===== config.mk =====
export PLATFORM = sky130hd
export DESIGN_NAME = fetch_unit
export DESIGN_NICKNAME = d
export VERILOG_FILES = /design/src/rtl/fetch_unit.sv
export SDC_FILE = /design/constraint.sdc
export NUM_CORES = 1
export LEC_CHECK = 0
export CAP_MARGIN = 30
export CORE_MARGIN = 3
export CORE_UTILIZATION = 50
export DETAILED_ROUTE_END_ITERATION = 8
export GPL_TIMING_DRIVEN = 0
export PLACE_DENSITY = 0.72
export SETUP_SLACK_MARGIN = 0.3
export SYNTH_ARGS = -nofsm -noshare
export SYNTH_HDL_FRONTEND = slang
export SYNTH_SLANG_ARGS = --single-unit

===== constraint.sdc =====
create_clock -name clk -period 4.1 [get_ports clk]
set_clock_uncertainty 0.1 [all_clocks]
set_input_delay 0.82 -clock clk [delete_from_list [all_inputs] [get_ports clk]]
set_output_delay 0.82 -clock clk [all_outputs]
set_load 0.01 [all_outputs]

===== src/rtl/fetch_unit.sv =====
// fetch_unit: owns the PC, issues credit-limited requests to in-order imem, buffers responses for decode.
// Optional macro FETCH_ERR_CHECK_EN builds the sticky err checker; otherwise err is tied low.
module fetch_unit #(
  parameter int ADDR_W = 16,
  parameter int INST_W = 16,
  parameter int DEPTH = 4,
  parameter int PC_INC = 2,
  parameter logic [ADDR_W-1:0] RESET_PC = '0
) (
  input  logic              clk,
  input  logic              rst_n,
  output logic              imem_req,
  output logic [ADDR_W-1:0] imem_addr,
  input  logic              imem_busy,
  input  logic              imem_rvalid,
  input  logic [INST_W-1:0] imem_rdata,
  input  logic              redirect,
  input  logic [ADDR_W-1:0] redirect_pc,
  input  logic              halt,
  output logic              inst_valid,
  output logic [INST_W-1:0] inst_data,
  output logic [ADDR_W-1:0] inst_pc,
  output logic [ADDR_W-1:0] inst_pc_next,
  input  logic              inst_ready,
  output logic              halted,
  output logic              err
);
  localparam int PW = $clog2(DEPTH);
  localparam int CW = PW + 1;
  typedef enum logic [1:0] {RUN, DRAIN, HALTED} state_t;
  state_t state, state_nx;
  logic [ADDR_W-1:0] pc;
  logic [INST_W-1:0] fifo_data [DEPTH];
  logic [ADDR_W-1:0] fifo_pc [DEPTH];
  logic [ADDR_W-1:0] tag [DEPTH];
  logic [PW-1:0] wp, rp, tag_wp, tag_rp;
  logic [CW-1:0] count, outstanding, drop;
  logic accept, rsp, keep, push, pop, drained;
  assign imem_addr = pc;
  assign imem_req = rst_n && state == RUN && !redirect &&
                    ({1'b0, outstanding} + {1'b0, count}) < (CW+1)'(DEPTH);
  assign accept = imem_req && !imem_busy;
  assign rsp = imem_rvalid && outstanding != '0;
  assign keep = rsp && drop == '0;
  assign push = keep && !redirect;
  assign pop = inst_valid && inst_ready && !redirect;
  assign drained = outstanding == '0 && drop == '0 && count == '0;
  assign inst_valid = count != '0;
  assign inst_data = inst_valid ? fifo_data[rp] : '0;
  assign inst_pc = inst_valid ? fifo_pc[rp] : '0;
  assign inst_pc_next = inst_valid ? fifo_pc[rp] + ADDR_W'(PC_INC) : '0;
  assign halted = state == HALTED;
  always_comb begin
    state_nx = state;
    state_nx = state == RUN ? (halt ? DRAIN : RUN) : (drained ? HALTED : state);
  end
  always_ff @(posedge clk or negedge rst_n) begin
    if (!rst_n) begin
      state <= RUN;
      pc <= RESET_PC;
      wp <= '0;
      rp <= '0;
      tag_wp <= '0;
      tag_rp <= '0;
      count <= '0;
      outstanding <= '0;
      drop <= '0;
    end else begin
      state <= state_nx;
      outstanding <= outstanding + CW'(accept) - CW'(rsp);
      if (accept) tag_wp <= tag_wp + PW'(1);
      if (rsp) tag_rp <= tag_rp + PW'(1);
      if (redirect) pc <= redirect_pc;
      else if (accept) pc <= pc + ADDR_W'(PC_INC);
      // every request still in flight at a redirect belongs to the old path
      if (redirect) drop <= outstanding - CW'(rsp);
      else if (rsp && drop != '0) drop <= drop - CW'(1);
      if (redirect) begin
        wp <= '0;
        rp <= '0;
        count <= '0;
      end else begin
        if (push) wp <= wp + PW'(1);
        if (pop) rp <= rp + PW'(1);
        count <= count + CW'(push) - CW'(pop);
      end
    end
  end
  always_ff @(posedge clk) begin
    if (accept) tag[tag_wp] <= pc;
    if (push) begin
      fifo_data[wp] <= imem_rdata;
      fifo_pc[wp] <= tag[tag_rp];
    end
  end
`ifdef FETCH_ERR_CHECK_EN
  logic err_q, held_q, misalign;
  logic [ADDR_W-1:0] held_addr;
  assign misalign = PC_INC == 2 && redirect && redirect_pc[0];
  always_ff @(posedge clk or negedge rst_n) begin
    if (!rst_n) begin
      err_q <= 1'b0;
      held_q <= 1'b0;
      held_addr <= '0;
    end else begin
      held_q <= imem_req && imem_busy;
      held_addr <= imem_addr;
      if (misalign || (imem_rvalid && outstanding == '0) || (held_q && imem_addr != held_addr))
        err_q <= 1'b1;
    end
  end
  assign err = err_q;
`else
  assign err = 1'b0;
`endif
endmodule


# Yosys cells after proc, flatten, opt, wreduce, memory -nomap -nowiden
# Memories as Yosys holds them, arrays and structs flattened.
# Index checks and enable logic that the tools add are counted.
[totals] inputBits=39 wordCells=72 ramBits=192 ff_bits=35 memories=3 output_inout_bits=68
[memory_table] name="fifo_data" words=4 word_bits=16 read_ports=1 rd_clocked_by_memory_dff=0 write_ports=1 line="33" rtl="logic [INST_W-1:0] fifo_data [DEPTH];"
[memory_table] name="fifo_pc" words=4 word_bits=16 read_ports=1 rd_clocked_by_memory_dff=0 write_ports=1 line="34" rtl="logic [ADDR_W-1:0] fifo_pc [DEPTH];"
[memory_table] name="tag" words=4 word_bits=16 read_ports=1 rd_clocked_by_memory_dff=0 write_ports=1 line="35" rtl="logic [ADDR_W-1:0] tag [DEPTH];"
[classes] n_reduce_logical=26 muxes=19 order_cmp=1 eq_ne=1 n_addsub=13
[op_table] op="16-bit two-way mux" n=5
[op_table] op="16-bit by 2-bit adder with 16-bit output (second input constant)" n=2
[op_table] op="1-bit logical AND" n=12
[op_table] op="2-bit two-way mux" n=6
[op_table] op="2-bit nonzero test" n=5
[op_table] op="3-bit zero test" n=3
[op_table] op="3-bit two-way mux" n=3
[op_table] op="3-bit nonzero test" n=3
[op_table] op="3-bit by 1-bit subtractor with 3-bit output" n=3
[op_table] op="2-bit by 1-bit adder with 2-bit output (second input constant)" n=4
[op_table] op="3-bit by 1-bit adder with 3-bit output" n=2
[op_table] op="1-bit two-way mux" n=5
[op_table] op="3-bit by 3-bit adder with 4-bit output" n=1
[op_table] op="4-bit by 3-bit less-than comparator with 1-bit output (second input constant)" n=1
[op_table] op="3-bit by 1-bit subtractor with 3-bit output (second input constant)" n=1
[op_table] op="2-bit == test (second input constant)" n=1
[op_table] op="1-bit zero test" n=2
[op_table] op="2-bit zero test" n=1

# Depth between registers and ports, before layout
[logic_depth] depth_word=7 mapped_depth=13 depth_no_buf=13

# Worst setup path after synthesis
# No wires, ideal clock.
[synth_path] path_type="in2reg" from="in redirect" to="mem tag[0][0], enable pin" n_path_buf=4 t_required_ns=3.611 setup_slack_ns=0.585 setup_ns=0.389 arrival_ns=3.026 cell_stages=7 path_cell_list="buf_6 or4b_4 or4_1 buf_2 buf_6 buf_6 nor2_1"
[synth_between] elab_chain_cells=6
[synth_rtl] element="start: declaration" line="17" rtl="input logic redirect,"
[synth_rtl] element="1-bit zero test" line="40" rtl="assign imem_req = rst_n && state == RUN && !redirect &&"
[synth_rtl] element="1-bit logical AND (2 in a row)" line="40"
[synth_rtl] element="1-bit logical AND" line="42" rtl="assign accept = imem_req && !imem_busy;"
[synth_rtl] element="1-bit two-way mux" line="90" rtl="if (accept) tag[tag_wp] <= pc;"
[synth_rtl] element="1-bit two-way mux (not written as such)" line="90"
[synth_rtl] element="end: declaration" line="35"
# Every way passes these cells.

# Worst setup path in the final report
[layout_path] from="reg rp[0]" to="out inst_pc_next[11]"
[layout_between] elab_chain_cells=3
[layout_rtl] element="start: declaration" line="36" rtl="logic [PW-1:0] wp, rp, tag_wp, tag_rp;"
[layout_rtl] element="start signal: assignment" line="84" rtl="if (pop) rp <= rp + PW'(1);"
[layout_rtl] element="memory 4 x 16 bit"
[layout_rtl] element="16-bit by 2-bit adder with 16-bit output" line="51" rtl="assign inst_pc_next = inst_valid ? fifo_pc[rp] + ADDR_W'(PC_INC) : '0;"
[layout_rtl] element="16-bit two-way mux" line="51"
[layout_rtl] element="end: declaration" line="23" rtl="output logic [ADDR_W-1:0] inst_pc_next,"
# Every way passes these cells.

==> summary.txt <==
outcome -> finished, final reports clean
minimum clock period -> 3.84 ns
Startpoint Class -> flop
post-DP HPWL -> 12400 µm
sequential cell area fraction in the yosys report -> 69.2%
1st-pass router iterations -> 5
worst vdd ir -> 291 µV
total number of vias -> 5353
nets -> 773
clock-pin slew on the worst setup and hold paths -> 0.06 ns
overall power -> 6.99 mW
crit end category -> output pin
synthesized cell area -> 9600 µm²
total grt overflow -> 0
area share of the largest cell type after synthesis -> 60.1%
Row Count -> 50
routability cong. -> 0.890
synth top area cells -> edfxtp_1, mux4_2, dfrtp_1
Fin. Hold Viols -> 0
RSZ-0062 raised after global routing -> true
# DRC -> 0
Slew Viols, Final -> 0
crit-path cells -> buf_8, mux4_2, ha_4, nand2b_1, o22a_2, nor3_2, xnor2_1, nor2_1, clkdlybuf4s50_1
met1 GRT Util -> 25.5%
HP Class -> in -> async
Longest Clk Path Bufs -> 3
Post-DRT Antenna Nets -> 0
initial antenna violation count -> 0
Seq cells post-synth -> 227
met2 global-route usage -> 31.2%
IO Port Bufs -> 104
Num CTS Buffers -> 24
leak pwr -> 4.14 nW
Vias/cell -> 5.55
FF-to-FF Start -> outstanding[2]
R2R cell count -> 11
WP data required -> 3.18 ns
Setup Viol. Count Final -> 0
synth-to-layout area growth -> 23.6%
fraction of layout cells with a size suffix above 1 -> 18.4%
Core Footprint -> 18800 µm²
Setup CP Type -> reg -> out
# Max-Cap Violations -> 0
main flop type after synthesis -> edfxtp_1
Post-synth ARST share -> 15.4%
max incr delay on CP -> 0.58 ns
Yosys cell types -> 47
yosys warns -> 0
worst-path fanout max -> 9
Routed WL per cell -> 19.6 µm
syn nets -> 635
drt total wl -> 18900 µm
crit share post-route -> 93.6%
WP buf/inv -> 2
hold buffer count at CTS -> 0
most utilized layer in the global route result -> met2
CTS root buf -> clkbuf_16
die area -> 20900 µm²
GR met3 Demand/Resource -> 3.27%
IO Pins -> 107
family with the most delay on the worst path -> buffers and inverters
dominant cell type by area after synthesis -> edfxtp_1
ant diodes -> 0
WP data arrival -> 2.92 ns
setup slack, reg-to-reg -> 0.66 ns
Post-DP Area -> 10900 µm²
Crit-path slowest cell -> mux4_2
Reg-to-Reg End -> outstanding[2]
first-pass GRT wire length -> 30400 µm
Design Area, Final -> 11900 µm²
Iteration-0 DRC Markers -> 367
largest net degree at the start of global routing -> 37
Total GRT Usage -> 18.5%
CTS sink cnt -> 227
Worst-Skew Late Latency -> 0.50 ns
Power Dens Cells -> 589 nW/µm²
most frequent cell after synthesis -> edfxtp_1
vias in the first global route -> 5680
DIE HEIGHT -> 145 µm
fmax -> 261 MHz
htree depth -> 1
synth cell count leaders -> edfxtp_1, mux4_2, and2_1
Die Wd -> 145 µm
Post-synth EDFFs -> 192
CTS tree -> yes
relative slew slack -> 37.3%
worst-margin pin slew -> 0.939 ns
Initial Util -> 51.1%
Cells after Synth -> 574
syn avg cell area -> 16.7 µm²
==> placed cells by master (no fill, tap or decap), drive strengths merged, types with 8 or more instances in the layout <==
master,synthesis,routed
o21ai,17,17
nor3,8,8
nand3,14,14
a21oi,12,12
nor2,35,35
and2,36,36
dfrtp,35,35
xnor2,16,16
buf,16,26
clkbuf,12,42
clkinv,0,12
mux4,48,48
ha,20,20
edfxtp,192,192
clkdlybuf4s50,0,95
nand2,28,28
inv,20,21
==> logic make-up (layout without fill, tap and decap cells) <==
group	count (synthesis)	in the layout	share of synthesized area [%]
and+or+nand+nor	151	151	8.24
other	1	1	0.0391
muxes	55	55	12.0
AOI/OAI and AO/OA	47	47	3.06
xor gates and xnor gates	23	23	2.10
DFF	227	227	69.2
buffers and inverters	48	204	2.31
adders and majority gates	22	22	3.02
==> how the worst max path moves through the flow <==
stage | from | to | slack [ns] | cells past startpoint
detailed placement | rst_n | outstanding[2] | -0.28 | 11
floorplan | redirect | tag[0][0] | 0.59 | 7
CTS | rp[1] | inst_pc_next[0] | 0.17 | 8
finish | rp[0] | inst_pc_next[11] | 0.26 | 9
global placement | rst_n | tag[0][0] | -1.71 | 7
global route | rp[0] | inst_pc_next[11] | 0.16 | 9
==> area by class of cell <==
| cell class | instances | area (µm²) |
|---|---|---|
| Buffer | 28 | 193 |
| Clock buffer | 30 | 644 |
| Clock inverter | 14 | 91.3 |
| Fill cell | 1344 | 6910 |
| Inverter | 20 | 75.1 |
| Multi-Input combinational cell | 299 | 2830 |
| Sequential cell | 227 | 6640 |
| Tap cell | 234 | 293 |
| Timing Repair Buffer | 112 | 1100 |
==> where the power goes <==
group	switching (mW)	leakage, nW	internal (mW)
Sequential	0.119	2.16	2.73
Clock	0.831	0.366	1.17
Combinational	1.04	1.61	1.09
Total	1.99	4.14	5.00
==> per-layer routing <==
metal / vias to the layer above / wire, µm
li1: 2469 / -
met1: 2665 / 8380
met2: 190 / 9100
met3: 29 / 1170
met4: 0 / 274
met5: - / 0
==> sequential cells by signal, indices dropped and copies added (netlist names), 3 cells and up <==
| name | cells |
|---|---|
| fifo_data | 64 |
| fifo_pc | 64 |
| tag | 64 |
| imem_addr | 16 |
| count | 3 |
| drop | 3 |
| outstanding | 3 |
==> per-stage QoR <==
step	cells	setup TNS (ns)	hold WS (ns)	setup slack [ns]	utilization, %
final	964	0	0.178	0.263	63.2
after global placement	912	-133.79	0.387	-1.71	58.2
after floorplan	574	0	0.372	0.585	-
after detailed placement	913	-16.88	0.413	-0.282	58.3
after global routing	964	0	0.206	0.157	63.2
after CTS	963	0	0.175	0.170	62.8
==> timing repair <==
action | in CTS | in global routing
pin swaps | 2 | 1
resized for setup | 28 | 19
setup buffers | 6 | 1
endpoints found under the setup margin | 94 | 19
Note: power is estimated with default switching activity, not from simulation.
